$ cat config.mk
export PLATFORM = sky130hd
export DESIGN_NAME = store_axi_bridge
export DESIGN_NICKNAME = d
export VERILOG_FILES = /design/src/rtl/store_axi_bridge_pkg.sv /design/src/rtl/store_lane_align.sv /design/src/rtl/store_axi_bridge.sv
export SDC_FILE = /design/constraint.sdc
export NUM_CORES = 1
export LEC_CHECK = 0
export BUFFER_PORTS_ARGS = -buffer_cell sky130_fd_sc_hd__buf_2
export CAP_MARGIN = 20
export CORE_ASPECT_RATIO = 0.7
export CORE_MARGIN = 1.5
export CORE_UTILIZATION = 53
export CTS_CLUSTER_DIAMETER = 60
export CTS_CLUSTER_SIZE = 24
export DETAILED_ROUTE_END_ITERATION = 7
export GPL_ROUTABILITY_DRIVEN = 0
export PLACE_DENSITY = 0.86
export SYNTH_ARGS = -nofsm -noshare
export SYNTH_HDL_FRONTEND = slang
export SYNTH_SLANG_ARGS = --single-unit
$ cat constraint.sdc
create_clock -name clk -period 3.27 [get_ports clk]
set_input_delay 0.4905 -clock clk [delete_from_list [all_inputs] [get_ports clk]]
set_output_delay 0.4905 -clock clk [all_outputs]
set_load 0.005 [all_outputs]
$ cat src/rtl/store_axi_bridge_pkg.sv
// Shared types and constants for the store-to-AXI4 write bridge.
package store_axi_bridge_pkg;

    typedef enum logic [1:0] {
        ST_IDLE   = 2'd0,
        ST_SEND   = 2'd1,
        ST_WAIT_B = 2'd2
    } state_e;

    localparam logic [1:0] RESP_OKAY  = 2'b00;
    localparam logic [1:0] BURST_INCR = 2'b01;

    // Request size encodings (bytes) and the matching AXI beat-size codes.
    localparam logic [2:0] SIZE_B    = 3'd1;
    localparam logic [2:0] SIZE_H    = 3'd2;
    localparam logic [2:0] SIZE_W    = 3'd4;
    localparam logic [2:0] AXSIZE_1B = 3'd0;
    localparam logic [2:0] AXSIZE_2B = 3'd1;
    localparam logic [2:0] AXSIZE_4B = 3'd2;

endpackage

$ cat src/rtl/store_lane_align.sv
// Combinational lane alignment: places right-justified store data and strobes
// onto the 32-bit bus lanes selected by the low address bits.
module store_lane_align
    import store_axi_bridge_pkg::*;
(
    input  logic [1:0]  off_i,
    input  logic [2:0]  size_i,
    input  logic [31:0] data_i,
    output logic [31:0] wdata_o,
    output logic [3:0]  wstrb_o,
    output logic [2:0]  awsize_o,
    output logic        misaligned_o
);

    logic [3:0] mask;

    // NOTE: every output of an always_comb gets a default first so no path leaves it unassigned (no latch).
    always_comb begin
        mask         = 4'b1111;
        awsize_o     = AXSIZE_4B;
        misaligned_o = |off_i;
        case (size_i)
            SIZE_B: begin
                mask         = 4'b0001;
                awsize_o     = AXSIZE_1B;
                misaligned_o = 1'b0;
            end
            SIZE_H: begin
                mask         = 4'b0011;
                awsize_o     = AXSIZE_2B;
                misaligned_o = off_i[0];
            end
            default: ;  // illegal sizes behave as a full word
        endcase
        wdata_o = data_i << {off_i, 3'b000};
        wstrb_o = mask << off_i;
    end

endmodule

$ cat src/rtl/store_axi_bridge.sv
// Single-store AXI4 write bridge: accepts one store, issues AW/W as one beat,
// waits for B, and flags misaligned stores or bad responses.
module store_axi_bridge
    import store_axi_bridge_pkg::*;
#(
    parameter logic [3:0] AXI_ID = 4'd0
) (
    input  logic        clk,
    input  logic        rst,

    input  logic        req_valid,
    output logic        req_ready,
    input  logic [31:0] req_addr,
    input  logic [31:0] req_data,
    input  logic [2:0]  req_size,

    output logic        io_master_awvalid,
    input  logic        io_master_awready,
    output logic [31:0] io_master_awaddr,
    output logic [3:0]  io_master_awid,
    output logic [7:0]  io_master_awlen,
    output logic [2:0]  io_master_awsize,
    output logic [1:0]  io_master_awburst,

    output logic        io_master_wvalid,
    input  logic        io_master_wready,
    output logic [31:0] io_master_wdata,
    output logic [3:0]  io_master_wstrb,
    output logic        io_master_wlast,

    input  logic        io_master_bvalid,
    output logic        io_master_bready,
    input  logic [1:0]  io_master_bresp,
    input  logic [3:0]  io_master_bid,

    output logic        bridge_o_err,
    output logic [31:0] bridge_o_err_addr
);

    state_e      state_q;
    logic [31:0] addr_q;
    logic [31:0] data_q;
    logic [3:0]  strb_q;
    logic [2:0]  size_q;
    logic        awvalid_q;
    logic        wvalid_q;
    logic        bready_q;
    logic        aw_done_q;
    logic        w_done_q;
    logic        err_q;
    logic [31:0] err_addr_q;

    logic [31:0] align_wdata;
    logic [3:0]  align_wstrb;
    logic [2:0]  align_awsize;
    logic        align_misaligned;

    store_lane_align u_align (
        .off_i        (req_addr[1:0]),
        .size_i       (req_size),
        .data_i       (req_data),
        .wdata_o      (align_wdata),
        .wstrb_o      (align_wstrb),
        .awsize_o     (align_awsize),
        .misaligned_o (align_misaligned)
    );

    logic aw_fire;
    logic w_fire;
    logic aw_done_d;
    logic w_done_d;
    logic bad_resp;

    assign aw_fire   = awvalid_q & io_master_awready;
    assign w_fire    = wvalid_q & io_master_wready;
    assign aw_done_d = aw_done_q | aw_fire;
    assign w_done_d  = w_done_q | w_fire;
    assign bad_resp  = (io_master_bresp != RESP_OKAY) || (io_master_bid != AXI_ID);

    // NOTE: sequential state uses non-blocking assignments so every register samples pre-edge values.
    always_ff @(posedge clk) begin
        if (rst) begin
            state_q    <= ST_IDLE;
            addr_q     <= '0;
            data_q     <= '0;
            strb_q     <= '0;
            size_q     <= '0;
            awvalid_q  <= 1'b0;
            wvalid_q   <= 1'b0;
            bready_q   <= 1'b0;
            aw_done_q  <= 1'b0;
            w_done_q   <= 1'b0;
            err_q      <= 1'b0;
            err_addr_q <= '0;
        end else begin
            err_q <= 1'b0;
            case (state_q)
                ST_IDLE: begin
                    if (req_valid) begin
                        if (align_misaligned) begin
                            err_q      <= 1'b1;
                            err_addr_q <= req_addr;
                        end else begin
                            addr_q    <= req_addr;
                            data_q    <= align_wdata;
                            strb_q    <= align_wstrb;
                            size_q    <= align_awsize;
                            awvalid_q <= 1'b1;
                            wvalid_q  <= 1'b1;
                            state_q   <= ST_SEND;
                        end
                    end
                end
                ST_SEND: begin
                    if (aw_fire) awvalid_q <= 1'b0;
                    if (w_fire)  wvalid_q  <= 1'b0;
                    aw_done_q <= aw_done_d;
                    w_done_q  <= w_done_d;
                    // Move on in the same cycle the second handshake lands.
                    if (aw_done_d && w_done_d) begin
                        state_q  <= ST_WAIT_B;
                        bready_q <= 1'b1;
                    end
                end
                ST_WAIT_B: begin
                    if (io_master_bvalid) begin
                        state_q   <= ST_IDLE;
                        bready_q  <= 1'b0;
                        aw_done_q <= 1'b0;
                        w_done_q  <= 1'b0;
                        if (bad_resp) begin
                            err_q      <= 1'b1;
                            err_addr_q <= addr_q;
                        end
                    end
                end
                default: state_q <= ST_IDLE;
            endcase
        end
    end

    assign req_ready         = (state_q == ST_IDLE);
    assign io_master_awvalid = awvalid_q;
    assign io_master_awaddr  = addr_q;
    assign io_master_awid    = AXI_ID;
    assign io_master_awlen   = 8'd0;
    assign io_master_awsize  = size_q;
    assign io_master_awburst = BURST_INCR;
    assign io_master_wvalid  = wvalid_q;
    assign io_master_wdata   = data_q;
    assign io_master_wstrb   = strb_q;
    assign io_master_wlast   = 1'b1;
    assign io_master_bready  = bready_q;
    assign bridge_o_err      = err_q;
    assign bridge_o_err_addr = err_addr_q;

endmodule
==> flow_metrics.env <==
export IMPL_outcome="finished, final reports clean"
export IMPL_placed_cells=865
export IMPL_maxCapViolCount=0
export IMPL_path_class="register to register"
export IMPL_timing_hold_worst_endpoint="io_master_awaddr[23]$_SDFFE_PP0P_"
export IMPL_layout_core_utilization_pct=68.1
export IMPL_drc=0
export IMPL_min_period_ps=2510
export IMPL_routed_via_density=5.64
export IMPL_final_design_area_no_fill_sq_mm=0.00630
export IMPL_synth_enable_flop_cells=0
export IMPL_num_nets_final=831
export IMPL_grtUsageTotal_pct=27.5
export IMPL_end_kind="register"
export IMPL_tightestPinTransition_ps=1020
export IMPL_floorplan_initialDensity_pct=55.6
export IMPL_cts_inserted_buffers=9
export IMPL_netlist_top_cell_by_area="sky130_fd_sc_hd__dfxtp_1"
export IMPL_h_tree_depth=3
export IMPL_fmax_mhz=399
export IMPL_power_per_cell_area_mw_per_mm2=496
export IMPL_worstSkewPairLatency_ps=340
export IMPL_async_set_or_reset_flop_fraction_in_the_synthesized_netlist_pct=0
export IMPL_layout_drive_gt1_share_pct=34.3
export IMPL_hold_path_startpoint="req_addr[23]"
export IMPL_filler_cell_count=734
export IMPL_setup_repair_after_global_routing_missed_its_margin="false"
export IMPL_synth_seq_cells=110
export IMPL_postRouteAntennaNets=0
export IMPL_min_path_type="input port to register"
export IMPL_crit_fanout=33
export IMPL_synth_top_area_share_pct=42.8
export IMPL_reg2regPathDepth=4
export IMPL_dr_pass1_iters=5
export IMPL_detail_route_iter0_violations=355
export IMPL_first_global_vias=4599
export IMPL_synth_area_leaders="sky130_fd_sc_hd__dfxtp_1 43%, sky130_fd_sc_hd__nand2_1 11%, sky130_fd_sc_hd__a311oi_2 8.2%, sky130_fd_sc_hd__a21oi_1 5.9%, sky130_fd_sc_hd__nor3_1 4.1%"
export IMPL_fin_worst_skew_ps=5.27
export IMPL_antenna_diode_count=0
export IMPL_hpwlAfterDp_um=10400
export IMPL_die_area_sq_mm=0.0103
export IMPL_irDropWorstVdd_mv=0.314
export IMPL_ctsResizeCount=0
export IMPL_antenna_violations_before_repair=1
export IMPL_critPathLaunchType="register"
export IMPL_syn_area_sq_mm=0.00515
export IMPL_rr_endpoint="bridge_o_err_addr[14]$_SDFFE_PP0P_"
export IMPL_grt_start_max_net_pins=72
export IMPL_chipWidth_um=121
export IMPL_cts_sink_count=110
export IMPL_cts_tree="yes"
export IMPL_ctsRootBufferMaster="sky130_fd_sc_hd__clkbuf_16"
export IMPL_path_clk_slew_ps=70
export IMPL_route_final_wire_length_um=14300
export IMPL_fp_dieH_um=85.5
export IMPL_dpl_cell_area_sq_mm=0.00599
export IMPL_global_route_overflow_total=0
export IMPL_layoutNonFillerInstCount=880
export IMPL_report_final_slew_viol_count=0
export IMPL_hold_violations=0
export IMPL_post_cts_hold_buffer_count=0
export IMPL_detail_route_wl_per_cell_um=16.3
export IMPL_leakage_nw=2.77
export IMPL_postSynth_topFlopCell="sky130_fd_sc_hd__dfxtp_1"
export IMPL_boundaryPins=202
export IMPL_syn_inst=600
export IMPL_core_region_area_sq_mm=0.00925
export IMPL_startpoint_of_the_worst_slack_reg_to_reg_timing_path="state_q[1]$_SDFFE_PP0P_"
export IMPL_worst_endpoint_arrival_ps=2670
export IMPL_syn_area_per_cell_sq_um=8.58
export IMPL_setup_tns_ps=0
export IMPL_multi_input_gate_area_in_the_final_layout_sq_mm=0.00262
export IMPL_timing_reg2reg_setup_slack_ps=760
export IMPL_port_buffers=185
export IMPL_worst_slack_ps=761
export IMPL_grt_first_pass_wirelength_um=22600
export IMPL_setup_violations=0
export IMPL_period_share_pct=76.7
export IMPL_worst_path_max_delay_cell="sky130_fd_sc_hd__or2_2"
export IMPL_crit_path_cell_trace="or3b_1 > nor4_4 > or2_2 > a311oi_2"
export IMPL_rows=29
export IMPL_synth_seq_area_share_pct=42.8
export IMPL_hold_path_cell_count=3
export IMPL_crit_required_ps=3430
export IMPL_layout_area_overhead_vs_synth_pct=22.5
export IMPL_crit_path_max_incr_delay_ps=820
export IMPL_clock_tree_buf_depth=2
export IMPL_postCtsSetupRepairBufs=0
export IMPL_slew_headroom_pct=32.1
export IMPL_distinct_cell_type_count_of_the_synthesized_netlist=48
export IMPL_dp_worst_setup_slack_ps=419
export IMPL_area_sequential_sq_mm=0.00220
export IMPL_routed_via_count=4966
export IMPL_synth_warning_count=0
## per-stage QoR
step                      total power, mW  hold slack (ps)
after floorplan                      1.82              438
after global placement               1.98              435
after detailed placement             2.00              445
after CTS                            3.14              383
after global routing                 3.26              378
final                                3.13              393
## state kept, by name, indices dropped and copies added, names as in the netlist
name,count
aw_done_q,1
bridge_o_err,1
bridge_o_err_addr,32
io_master_awaddr,32
io_master_awsize,2
io_master_awvalid,1
io_master_bready,1
io_master_wdata,32
io_master_wstrb,4
io_master_wvalid,1
state_q,2
w_done_q,1
## cells in the final DEF, fill, tap and decap left out, drive strengths merged, types with 9 or more instances in the layout
master / n
or3: 9
dfxtp: 110
clkbuf: 9
nor3: 42
conb: 16
a311oi: 32
a21oi: 61
mux2i: 16
buf: 196
nor2: 30
a211oi: 9
nand2: 154
## cells by family after synthesis
kind of cell	Yosys count	synth area share [%]
flip-flops	110	42.8
AO/OA/AOI/OAI	135	21.7
AND/OR/NAND/NOR	257	22.6
buffers and inverters	71	7.75
XOR/XNOR	1	0.170
other	2	0.146
multiplexers	24	4.86
## synth_stat cells (3+ instances only)
library cell,instances
sky130_fd_sc_hd__a21oi_1,61
sky130_fd_sc_hd__a311oi_2,28
sky130_fd_sc_hd__mux2i_1,16
sky130_fd_sc_hd__buf_4,16
sky130_fd_sc_hd__o211ai_1,8
sky130_fd_sc_hd__nand2_1,154
sky130_fd_sc_hd__a31oi_1,3
sky130_fd_sc_hd__nor2_1,30
sky130_fd_sc_hd__o21ai_1,5
sky130_fd_sc_hd__nor3_1,42
sky130_fd_sc_hd__clkbuf_1,30
sky130_fd_sc_hd__nor2b_1,3
sky130_fd_sc_hd__dfxtp_1,110
sky130_fd_sc_hd__a211oi_1,9
sky130_fd_sc_hd__buf_2,16
sky130_fd_sc_hd__a22o_1,8
sky130_fd_sc_hd__or3_1,9
sky130_fd_sc_hd__mux2_2,8
## worst max-delay path: cells and delay by family (launching register included)
family          cells  cell delay, ps
compound gates      1             220
flops               1             360
simple gates        3            1730
## worst max-delay path by stage
stage	depth (start not counted)	slack (ps)	from	to
floorplan	6	1160	io_master_bresp[1]	bridge_o_err_addr[8]$_SDFFE_PP0P_
global placement	5	490	io_master_bresp[1]	bridge_o_err$_SDFF_PP0_
detailed placement	5	420	io_master_bresp[1]	bridge_o_err_addr[31]$_SDFFE_PP0P_
CTS	4	760	state_q[1]$_SDFFE_PP0P_	bridge_o_err_addr[14]$_SDFFE_PP0P_
global route	4	630	state_q[1]$_SDFFE_PP0P_	bridge_o_err_addr[14]$_SDFFE_PP0P_
finish	4	760	state_q[1]$_SDFFE_PP0P_	bridge_o_err_addr[14]$_SDFFE_PP0P_
## layer usage
metal  global-route usage, %  vias up  wire length (um)
met1                    36.0     2335              6180
met4                    7.81        2               222
met5                       0        -                11
li1                        -     2370                 -
met2                    44.2      232              6750
met3                    8.13       27              1180
## power breakdown
part	switching, mW	internal [mW]
logic	0.287	0.216
clock network	0.483	0.667
registers	0.0511	1.42
total	0.821	2.31
## area by class of cell
| class | count | share of cell area, % |
|---|---|---|
| inverters | 2 | 0.119 |
| well taps | 124 | 2.46 |
| clock buffers | 9 | 3.57 |
| multi-input cells | 433 | 41.5 |
| repair buffers | 196 | 16.0 |
| flip-flops and latches | 110 | 34.9 |
| clock inverters | 6 | 1.37 |
(Power assumes the default switching activity.)
